[src/rtl/systolic_tile_controller_pkg.sv]
// ============================================================================
// Module   : systolic_pkg
// Purpose  : Shared state encoding and drain-depth helper for the tile controller.
// Revision : 1.0
// ============================================================================
`default_nettype none

package systolic_pkg;

  typedef enum logic [2:0] {
    ST_IDLE   = 3'd0,
    ST_CLEAR  = 3'd1,
    ST_LOAD   = 3'd2,
    ST_DRAIN  = 3'd3,
    ST_RESULT = 3'd4,
    ST_FLUSH  = 3'd5
  } state_t;

  // Skewed wavefront needs N-1 cycles to enter and N-1 cycles to exit the array.
  function automatic int drain_cycles(input int n);
    return 2 * (n - 1);
  endfunction

endpackage

`default_nettype wire

[src/rtl/systolic_tile_controller_if.sv]
// ============================================================================
// Module   : systolic_tile_controller_if
// Purpose  : Host/datapath handshake bundle of the systolic tile controller.
// Revision : 1.0
// ============================================================================
`default_nettype none

interface systolic_tile_controller_if #(
  parameter int ARRAY_SIZE = 4,
  parameter int MAX_K      = 64,
  parameter int CNT_WIDTH  = $clog2(MAX_K + 2 * ARRAY_SIZE),
  parameter int KLEN_WIDTH = $clog2(MAX_K + 1)
);

  logic                  start;
  logic [KLEN_WIDTH-1:0] k_len;
  logic                  accumulate;
  logic                  abort;
  logic                  in_valid;
  logic                  in_ready;
  logic                  result_valid;
  logic                  result_ready;
  logic                  busy;
  logic                  done;
  logic                  aborted;
  logic                  cfg_err;
  logic                  pe_en;
  logic                  pe_clear_acc;
  logic                  skew_load_en;
  logic                  skew_flush;
  logic [CNT_WIDTH-1:0]  cycle_count;

  modport master (
    output start, k_len, accumulate, abort, in_valid, result_ready,
    input  in_ready, result_valid, busy, done, aborted, cfg_err,
           pe_en, pe_clear_acc, skew_load_en, skew_flush, cycle_count
  );

  modport slave (
    input  start, k_len, accumulate, abort, in_valid, result_ready,
    output in_ready, result_valid, busy, done, aborted, cfg_err,
           pe_en, pe_clear_acc, skew_load_en, skew_flush, cycle_count
  );

endinterface

`default_nettype wire

[src/rtl/systolic_perf_counter.sv]
// ============================================================================
// Module   : systolic_perf_counter
// Purpose  : 32-bit saturating event counter with synchronous clear
//            (used only when SYSTOLIC_PERF_CNT_EN is defined).
// Revision : 1.0
// ============================================================================
`default_nettype none

module systolic_perf_counter (
  input  wire logic        clk,
  input  wire logic        rst_n,
  input  wire logic        i_clr,
  input  wire logic        i_inc,
  output logic [31:0]      o_count
);

  logic [31:0] r_count;

  always_ff @(posedge clk or negedge rst_n) begin
    if (!rst_n) begin
      r_count <= '0;
    end else if (i_clr) begin
      r_count <= '0;
    end else if (i_inc && (r_count != '1)) begin
      r_count <= r_count + 32'd1;
    end
  end

  assign o_count = r_count;

endmodule

`default_nettype wire

[src/rtl/systolic_tile_controller.sv]
// ============================================================================
// Module   : systolic_tile_controller
// Purpose  : Tile sequencing FSM for the NxN systolic array with stall,
//            result handshake, accumulate chaining and abort.
//            Optional perf counters under macro SYSTOLIC_PERF_CNT_EN.
// Revision : 1.0
// ============================================================================
`default_nettype none

module systolic_tile_controller
  import systolic_pkg::*;
#(
  parameter int ARRAY_SIZE = 4,
  parameter int MAX_K      = 64,
  parameter int CNT_WIDTH  = $clog2(MAX_K + 2 * ARRAY_SIZE),
  parameter int KLEN_WIDTH = $clog2(MAX_K + 1)
) (
  input  wire logic                 clk,
  input  wire logic                 rst_n,
  systolic_tile_controller_if.slave ctrl
`ifdef SYSTOLIC_PERF_CNT_EN
  ,
  output logic [31:0]               o_perf_busy_cycles,
  output logic [31:0]               o_perf_stall_cycles
`endif
);

  localparam int DRAIN_CYCLES = drain_cycles(ARRAY_SIZE);
  localparam int DRAIN_LAST   = (DRAIN_CYCLES > 0) ? DRAIN_CYCLES - 1 : 0;

  state_t                r_state, w_state_nxt;
  logic [CNT_WIDTH-1:0]  r_cnt, w_cnt_nxt;
  logic [KLEN_WIDTH-1:0] r_klen_q, w_klen_nxt;
  logic                  r_cfg_err, w_cfg_err_nxt;
  logic                  w_beat, w_klen_ok, w_abort_act;
  logic                  w_start_try, w_start_acc;

  assign w_klen_ok   = (ctrl.k_len != '0) && (int'(ctrl.k_len) <= MAX_K);
  assign w_beat      = (r_state == ST_LOAD) && ctrl.in_valid;
  assign w_abort_act = ctrl.abort && ((r_state == ST_CLEAR) || (r_state == ST_LOAD) ||
                                      (r_state == ST_DRAIN) || (r_state == ST_RESULT));

  always_comb begin
    w_state_nxt   = r_state;
    w_cnt_nxt     = r_cnt;
    w_start_try   = 1'b0;
    w_start_acc   = 1'b0;
    w_cfg_err_nxt = 1'b0;
    w_klen_nxt    = r_klen_q;
    case (r_state)
      ST_IDLE:  w_start_try = ctrl.start;
      ST_CLEAR: begin
        w_state_nxt = ST_LOAD;
        w_cnt_nxt   = '0;
      end
      ST_LOAD: begin
        if (w_beat) begin
          if ((r_cnt + CNT_WIDTH'(1)) == CNT_WIDTH'(r_klen_q)) begin
            w_cnt_nxt   = '0;
            w_state_nxt = (DRAIN_CYCLES == 0) ? ST_RESULT : ST_DRAIN;
          end else begin
            w_cnt_nxt = r_cnt + CNT_WIDTH'(1);
          end
        end
      end
      ST_DRAIN: begin
        if (r_cnt == CNT_WIDTH'(DRAIN_LAST)) begin
          w_cnt_nxt   = '0;
          w_state_nxt = ST_RESULT;
        end else begin
          w_cnt_nxt = r_cnt + CNT_WIDTH'(1);
        end
      end
      ST_RESULT: begin
        if (ctrl.result_ready) begin
          w_state_nxt = ST_IDLE;
          w_start_try = ctrl.start;
        end
      end
      ST_FLUSH: w_state_nxt = ST_IDLE;
      default:  w_state_nxt = ST_IDLE;
    endcase

    // Abort outranks everything, including a start riding on the result handshake.
    if (w_abort_act) begin
      w_state_nxt = ST_FLUSH;
      w_cnt_nxt   = '0;
      w_start_try = 1'b0;
    end

    w_start_acc   = w_start_try && w_klen_ok;
    w_cfg_err_nxt = w_start_try && !w_klen_ok;
    if (w_start_acc) begin
      w_state_nxt = ctrl.accumulate ? ST_LOAD : ST_CLEAR;
      w_cnt_nxt   = '0;
      w_klen_nxt  = ctrl.k_len;
    end
  end

  always_ff @(posedge clk or negedge rst_n) begin
    if (!rst_n) begin
      r_state   <= ST_IDLE;
      r_cnt     <= '0;
      r_klen_q  <= '0;
      r_cfg_err <= 1'b0;
    end else begin
      r_state   <= w_state_nxt;
      r_cnt     <= w_cnt_nxt;
      r_klen_q  <= w_klen_nxt;
      r_cfg_err <= w_cfg_err_nxt;
    end
  end

  assign ctrl.in_ready     = (r_state == ST_LOAD);
  assign ctrl.result_valid = (r_state == ST_RESULT);
  assign ctrl.busy         = (r_state != ST_IDLE);
  assign ctrl.done         = (r_state == ST_RESULT) && ctrl.result_ready && !ctrl.abort;
  assign ctrl.aborted      = (r_state == ST_FLUSH);
  assign ctrl.cfg_err      = r_cfg_err;
  assign ctrl.pe_en        = w_beat || (r_state == ST_DRAIN);
  assign ctrl.pe_clear_acc = (r_state == ST_CLEAR) || (r_state == ST_FLUSH);
  assign ctrl.skew_load_en = w_beat;
  assign ctrl.skew_flush   = (r_state == ST_CLEAR) || (r_state == ST_FLUSH);
  assign ctrl.cycle_count  = ((r_state == ST_LOAD) || (r_state == ST_DRAIN)) ? r_cnt : '0;

`ifdef SYSTOLIC_PERF_CNT_EN
  systolic_perf_counter u_perf_busy (
    .clk     (clk),
    .rst_n   (rst_n),
    .i_clr   (w_start_acc),
    .i_inc   (r_state != ST_IDLE),
    .o_count (o_perf_busy_cycles)
  );

  systolic_perf_counter u_perf_stall (
    .clk     (clk),
    .rst_n   (rst_n),
    .i_clr   (w_start_acc),
    .i_inc   ((r_state == ST_LOAD) && !ctrl.in_valid),
    .o_count (o_perf_stall_cycles)
  );
`endif

endmodule

`default_nettype wire

[src/flat_wrapper.sv]
// flat-port wrapper written by rule: the top's interface ports become plain ports
module systolic_tile_controller_flat import systolic_pkg::*;
#(
  parameter int ARRAY_SIZE = 4,
  parameter int MAX_K      = 64,
  parameter int CNT_WIDTH  = $clog2(MAX_K + 2 * ARRAY_SIZE),
  parameter int KLEN_WIDTH = $clog2(MAX_K + 1)
)
  (clk, rst_n, ctrl_start, ctrl_k_len, ctrl_accumulate, ctrl_abort, ctrl_in_valid, ctrl_result_ready, ctrl_in_ready, ctrl_result_valid, ctrl_busy, ctrl_done, ctrl_aborted, ctrl_cfg_err, ctrl_pe_en, ctrl_pe_clear_acc, ctrl_skew_load_en, ctrl_skew_flush, ctrl_cycle_count);
  systolic_tile_controller_if #(.ARRAY_SIZE(ARRAY_SIZE), .MAX_K(MAX_K), .CNT_WIDTH(CNT_WIDTH), .KLEN_WIDTH(KLEN_WIDTH)) ctrl_i ();
  input  wire logic clk;
  input  wire logic rst_n;
  input wire logic [$bits(ctrl_i.start)-1:0] ctrl_start;
  input wire logic [$bits(ctrl_i.k_len)-1:0] ctrl_k_len;
  input wire logic [$bits(ctrl_i.accumulate)-1:0] ctrl_accumulate;
  input wire logic [$bits(ctrl_i.abort)-1:0] ctrl_abort;
  input wire logic [$bits(ctrl_i.in_valid)-1:0] ctrl_in_valid;
  input wire logic [$bits(ctrl_i.result_ready)-1:0] ctrl_result_ready;
  output wire logic [$bits(ctrl_i.in_ready)-1:0] ctrl_in_ready;
  output wire logic [$bits(ctrl_i.result_valid)-1:0] ctrl_result_valid;
  output wire logic [$bits(ctrl_i.busy)-1:0] ctrl_busy;
  output wire logic [$bits(ctrl_i.done)-1:0] ctrl_done;
  output wire logic [$bits(ctrl_i.aborted)-1:0] ctrl_aborted;
  output wire logic [$bits(ctrl_i.cfg_err)-1:0] ctrl_cfg_err;
  output wire logic [$bits(ctrl_i.pe_en)-1:0] ctrl_pe_en;
  output wire logic [$bits(ctrl_i.pe_clear_acc)-1:0] ctrl_pe_clear_acc;
  output wire logic [$bits(ctrl_i.skew_load_en)-1:0] ctrl_skew_load_en;
  output wire logic [$bits(ctrl_i.skew_flush)-1:0] ctrl_skew_flush;
  output wire logic [$bits(ctrl_i.cycle_count)-1:0] ctrl_cycle_count;
  assign ctrl_i.start = ctrl_start;
  assign ctrl_i.k_len = ctrl_k_len;
  assign ctrl_i.accumulate = ctrl_accumulate;
  assign ctrl_i.abort = ctrl_abort;
  assign ctrl_i.in_valid = ctrl_in_valid;
  assign ctrl_i.result_ready = ctrl_result_ready;
  assign ctrl_in_ready = ctrl_i.in_ready;
  assign ctrl_result_valid = ctrl_i.result_valid;
  assign ctrl_busy = ctrl_i.busy;
  assign ctrl_done = ctrl_i.done;
  assign ctrl_aborted = ctrl_i.aborted;
  assign ctrl_cfg_err = ctrl_i.cfg_err;
  assign ctrl_pe_en = ctrl_i.pe_en;
  assign ctrl_pe_clear_acc = ctrl_i.pe_clear_acc;
  assign ctrl_skew_load_en = ctrl_i.skew_load_en;
  assign ctrl_skew_flush = ctrl_i.skew_flush;
  assign ctrl_cycle_count = ctrl_i.cycle_count;
  systolic_tile_controller #(.ARRAY_SIZE(ARRAY_SIZE), .MAX_K(MAX_K), .CNT_WIDTH(CNT_WIDTH), .KLEN_WIDTH(KLEN_WIDTH)) u_core (.clk(clk), .rst_n(rst_n), .ctrl(ctrl_i));
endmodule
[config.mk]
export PLATFORM = sky130hd
export DESIGN_NAME = systolic_tile_controller_flat
export DESIGN_NICKNAME = d
export VERILOG_FILES = /design/src/rtl/systolic_tile_controller_pkg.sv /design/src/rtl/systolic_tile_controller_if.sv /design/src/rtl/systolic_perf_counter.sv /design/src/rtl/systolic_tile_controller.sv /design/src/flat_wrapper.sv
export SDC_FILE = /design/constraint.sdc
export NUM_CORES = 1
export LEC_CHECK = 0
export ABC_CLOCK_PERIOD_IN_PS = 6150
export CAP_MARGIN = 20
export CORE_AREA = 2 2 48 61
export CTS_CLUSTER_DIAMETER = 60
export DETAILED_ROUTE_END_ITERATION = 6
export DIE_AREA = 0 0 50 63
export PLACE_DENSITY = 0.82
export SLEW_MARGIN = 30
export SYNTH_ARGS = -nofsm -noshare
export SYNTH_HDL_FRONTEND = slang
export SYNTH_SLANG_ARGS = --single-unit
[constraint.sdc]
create_clock -name clk -period 6.15 [get_ports clk]
set_clock_uncertainty 0.15 [all_clocks]
set_input_delay 0.9225 -clock clk [delete_from_list [all_inputs] [get_ports clk]]
set_output_delay 0.9225 -clock clk [all_outputs]
set_load 0.05 [all_outputs]
==> metrics.txt, run 1 <==
Psw 308.6 uW; number of synthesized flops with an enable pin 0; Die H roughly 63 um; commonest non-fill, non-tap cell in the layout nand2_1; Worst VDD drop 259.3 uV; Wirelength per Cell between 10 and 15 um; Critical Path RT 5.08 ns; DRC errors left 0; # setup viols final 0; area fraction of the dominant cell type after synthesis 0.3399; hold buffers post-CTS 0; total number of vias approximately 1300; antenna violations before repair 0; utilization after layout 0.6239; drt pass-1 iters 4; minimum clock period approximately 3.8 ns; critical path cell sequence clkdlybuf4s50_1, nand2b_1, nor2_1, clkdlybuf4s50_1; Clk pwr share 0.119; Synth area leader dfrtp_1; Area contributors post-synth dfrtp_1, nand2_1, xor2_1; Post-Syn Area approximately 1300 um2; crit path DAT about 2.7 ns; hold slack roughly 0.36 ns; global-route wire length before repair 5.402 mm; Hold Crit Start u_core.r_klen_q[4]$_DFFE_PN0P_; async set or reset register ratio after synthesis 1.000; Slowest-stage cell, CP clkdlybuf4s50_1; Fill cells 227; GRT Util Overall 0.2176; maximum single-stage delay on the critical path between 0.8 and 0.9 ns; Skew-Pair Late Insertion Delay 0.29 ns; clk buf depth 2; number of cells on the critical path 4; Final Slew Violations 0; power density cells 379.9 nW/um2; Internal a little over 300 uW; row count 21; top_reg_cell synth dfrtp_1; worst-margin pin slew approximately 0.84 ns; vias in the first global route between 1000 and 1500; crit path capture type primary output; most frequent cells in the layout nand2_1, clkdlybuf4s50_1, dfrtp_1; H-tree Lvls 1; ANT cells 0; Crit Path Max Fanout 9; GP Congestion 0.8716; Seq/Total Area, Yosys 0.3399; worst rel slew slack 0.4360; io pins 31; WL met2 around 1.6 mm; routed wire length 3.125 mm; Yosys Warn Count 0; post-synth cell types 39; met3 WL post-DR 134 um; DP HPWL about 2.4 mm; reg2reg start u_core.r_cnt[0]$_DFFE_PN0P_; sequential power share 0.317; Min-Delay Path Depth 2; root buffer cell clkbuf_4; Final nets roughly 200; buffers inserted by post-CTS timing repair 0; initial core utilization 0.5094; Tot Pwr roughly 620 uW; worst-case reg-to-reg path depth 7; CP dominant cell by count clkdlybuf4s50_1; final setup TNS 0 ns; leak pwr between 0.0007 and 0.0008 uW; global route overflow 0; Syn Inst Count between 150 and 200; Detailed Route Iter0 Violations about 60; max cap viols 0; cell family with most CP delay buffers and inverters; CTS tree yes; final period utilization 0.6143; core region area 2601 um2; RSZ-0062 raised after global routing no; Inserted Clock Buffers 3; post-synth net total 176; clock sinks 18; Hold Crit Class flop to flop; Die W roughly 50 um; Worst-path clk slew approximately 0.11 ns; status completed; Final ANT Viol Nets 0; post-CTS sizing 0; Startpoint Class input port; Critical Path Source ctrl_abort; fmax 264.7 MHz; switch share 0.5005; I/O Buffers 30; critical path class input port to primary output; final hold violation count 0; Max Used Layer met4; full die area ~3200 um2; average cell area after synthesis around 8.3 um2; Comb pwr share 0.563; Layout area overhead 22.47%; largest net degree at the start of global routing 19; vias per cell just under 6; synthesis-stage register bit count 18; share of layout cells above drive strength 1 0.06989; DRT met1 WL between 1 and 1.5 mm; Buf/Inv on CP 2
==> synthesized netlist by cell type (3+ instances only) <==
cell type   n
nand2b_1    4
nor3_1      6
xnor2_1     5
a211o_1     5
and3_1      6
nand2_1    38
o21ai_0     6
nor2_1     11
nor2b_1     3
nand3_1     3
nor4_1      5
a31oi_1     3
a21oi_1     5
inv_1       5
xor2_1      6
dfrtp_1    18
clkbuf_1    3
==> worst paths after layout <==
| path | endpoint | slack (ns) |
|---|---|---|
| setup / recovery | ctrl_done | 2.37 |
| hold reg to reg | u_core.r_klen_q[4]$_DFFE_PN0P_ | 0.36 |
| min in group asynchronous | u_core.r_cnt[2]$_DFFE_PN0P_ | 0.95 |
| setup reg to reg | u_core.r_cnt[5]$_DFFE_PN0P_ | 3.47 |
| hold / removal | u_core.r_klen_q[4]$_DFFE_PN0P_ | 0.36 |
| max in group asynchronous | u_core.r_state[1]$_DFFE_PN0P_ | 4.38 |
==> registers in the layout, indices dropped and copies added (netlist names) <==
| register | flops |
|---|---|
| u_core.ctrl.cfg_err | 1 |
| u_core.r_klen_q | 7 |
| u_core.r_cnt | 7 |
| u_core.r_state | 3 |
==> worst reg2reg max path, stage by stage, from the launching register on <==
cell,delay (ns)
dfrtp_1,0.51
ha_1,0.30
nand3_1,0.14
or2_1,0.31
xnor2_1,0.20
nor4_4,0.57
nor4_1,0.12
a211o_1,0.29
==> layer usage <==
layer	global-route usage	vias up
met5	0	-
met4	0.1076	0
met3	0.02871	15
met2	0.3668	51
met1	0.2661	600
li1	-	609
==> cells by family (layout without fill, tap and decap cells) <==
logic type / Yosys count / count (layout) / share of synthesized area
AO/OA/AOI/OAI: 27 / 27 / 0.1501
XOR/XNOR: 11 / 11 / 0.07271
adder cells (fa/ha/maj): 2 / 2 / 0.01888
buffers and inverters: 13 / 39 / 0.07554
flip-flops: 18 / 18 / 0.3399
AND/OR/NAND/NOR: 89 / 89 / 0.3428
==> per-stage QoR <==
step                instances  instance area [um2]  worst slack (ns)
global placement          216                 1587             2.459
detailed placement        216                 1587             2.386
finish                    220                 1623             2.372
floorplan                 160                 1325             3.058
CTS                       220                 1623             2.391
global route              220                 1623             2.302
==> power groups by stage <==
stage	Clock (uW)	Combinational [uW]	Sequential [uW]
4_1_cts	74.9	348	195
6_report	73.6	347	196
5_1_grt	78.8	379	201
3_3_place_gp	0	337	196
2_1_floorplan	0	266	182
3_5_place_dp	0	346	198
==> layout make-up <==
class	instances	area [um2]	area share
multi-input combinational	129	774.5	0.4773
sequential	18	450.4	0.2776
timing repair buffer	30	300.3	0.1850
tap	34	42.54	0.02621
clock buffer	4	36.28	0.02236
inverter	5	18.77	0.01157
Note: power is estimated with default switching activity, not from simulation.
==> run 2, diff against run 1 <==
ABC_CLOCK_PERIOD_IN_PS = 3800   (was 6150)
CORE_AREA = 2 2 50 64   (was 2 2 48 61)
DIE_AREA = 0 0 52 66   (was 0 0 50 63)
PLACE_DENSITY = 0.76   (was 0.82)
clock period = 3.8 ns   (was 6.15 ns; I/O delays follow)
==> metrics.txt, run 2 (synthesis results as in run 1) <==
Critical Path RT between 3 and 4 ns; vias per cell 5.462; hold buffers post-CTS 0; root buffer cell clkbuf_4; status completed; critical path cell sequence clkdlybuf4s50_1, nand2b_1, nor2_1, clkdlybuf4s50_1; Die H roughly 66 um; GP Congestion ~0.85; full die area between 3000 and 4000 um2; Slowest-stage cell, CP clkdlybuf4s50_1; crit path capture type primary output; RSZ-0062 raised after global routing no; Layout area overhead 21.62%; DRC errors left 0; clk buf depth 2; critical path class input port to primary output; Reg2Reg Capture Point u_core.r_cnt[5]$_DFFE_PN0P_; worst-case reg-to-reg path depth 7; I/O Buffers 30; buffers inserted by post-CTS timing repair 0; Fill cells ~260; core region area approximately 2800 um2; Top Registers u_core.r_cnt x7, u_core.r_klen_q x7, u_core.r_state x3; Final ANT Viol Nets 0; CTS tree yes; final setup TNS 0 ns; total number of vias between 1000 and 1500; final hold violation count 0; Die W about 52 um; final period utilization 0.7990; utilization after layout 0.5684; Worst-path clk slew ~0.10 ns; global-route wire length before repair between 5 and 6 mm; vias in the first global route between 1000 and 1500; Hold Crit Start u_core.r_klen_q[4]$_DFFE_PN0P_; crit path DAT between 2 and 2.5 ns; global route overflow 0; Min-Delay Path Depth 2; Tot Pwr between 900 and 1000 uW; maximum single-stage delay on the critical path 0.81 ns; antenna violations before repair 0; Final nets about 200; Final Slew Violations 0; reg2reg start u_core.r_cnt[0]$_DFFE_PN0P_; routed wire length 3.059 mm; power density cells between 600 and 700 nW/um2; max cap viols 0; Inserted Clock Buffers 3; # setup viols final 0; Detailed Route Iter0 Violations 38; cell family with most CP delay buffers and inverters; leak pwr 0.0007215 uW; post-CTS sizing 0; post-route cell area 1612 um2; Buf/Inv on CP 2; Startpoint Class input port; fmax 329.4 MHz; most frequent cells in the layout nand2_1, clkdlybuf4s50_1, dfrtp_1; DP HPWL 2.373 mm; initial core utilization 0.4673; Hold Crit Class flop to flop; Wirelength per Cell roughly 14 um; H-tree Lvls 1; ANT cells 0; Skew-Pair Late Insertion Delay approximately 0.28 ns; drt pass-1 iters 6; share of layout cells above drive strength 1 0.06486; worst rel slew slack 0.4355; io pins 31; GRT Util Overall 0.2003; row count 22; reg-to-reg slack, setup around 1.1 ns; Worst VDD drop about 300 uV; largest net degree at the start of global routing 19; commonest non-fill, non-tap cell in the layout nand2_1; Hold Path Sink u_core.r_klen_q[4]$_DFFE_PN0P_; worst-margin pin slew about 0.84 ns; Crit Path Max Fanout 9; placed cell areas about 1600 um2; clock sinks 18; minimum clock period about 3.0 ns; CP dominant cell by count clkdlybuf4s50_1
[run 2: changes by cell type in the layout (fill, tap and decap cells not counted), sizes merged]
cell and delta:
clkbuf -1
[run 2: power breakdown]
part | switching [uW] | total [uW] | internal (uW)
registers | 72.2 | 316 | 244
logic | 363 | 560 | 197
clock network | 54.5 | 91.3 | 36.7
total | 490 | 967 | 477
[run 2: metrics by stage]
step,worst slack [ns],hold WS [ns],std cells
3_3_place_gp,0.8098,0.3291,218
3_5_place_dp,0.7607,0.3419,218
5_1_grt,0.6860,0.3905,221
2_1_floorplan,1.209,0.1244,160
4_1_cts,0.7637,0.3641,221
6_report,0.7638,0.3589,221
[run 2: area by class of cell]
cell class                      count  area [um2]  area share
Multi-Input combinational cell    129       774.5      0.4806
Sequential cell                    18       450.4      0.2795
Timing Repair Buffer               30       300.3      0.1863
Tap cell                           36       45.04     0.02795
Clock buffer                        3       22.52     0.01398
Inverter                            5       18.77     0.01165
[run 2: tightest hold or removal path, cell delays in order (launching register included)]
cell and delay (ns):
dfrtp_1 0.37, nand2_1 0.06, nand2_1 0.06
[run 2: per-layer routing]
| layer | wire, um | track usage | up-vias |
|---|---|---|---|
| met1 | 1380 | 0.2486 | 580 |
| met5 | 0 | 0 | - |
| met3 | 85 | 0.03167 | 2 |
| met4 | 27 | 0.06579 | 0 |
| met2 | 1566 | 0.3465 | 24 |
| li1 | - | - | 601 |
[run 2: worst max path at each step]
| stage | cells past startpoint | start | slack [ns] | end |
|---|---|---|---|---|
| 2_1_floorplan | 3 | u_core.r_state[2]$_DFFE_PN0P_ | 1.21 | ctrl_skew_load_en |
| 3_5_place_dp | 4 | ctrl_abort | 0.76 | ctrl_done |
| 6_report | 4 | ctrl_abort | 0.76 | ctrl_done |
| 3_3_place_gp | 4 | ctrl_abort | 0.81 | ctrl_done |
| 5_1_grt | 4 | ctrl_abort | 0.69 | ctrl_done |
| 4_1_cts | 4 | ctrl_abort | 0.76 | ctrl_done |
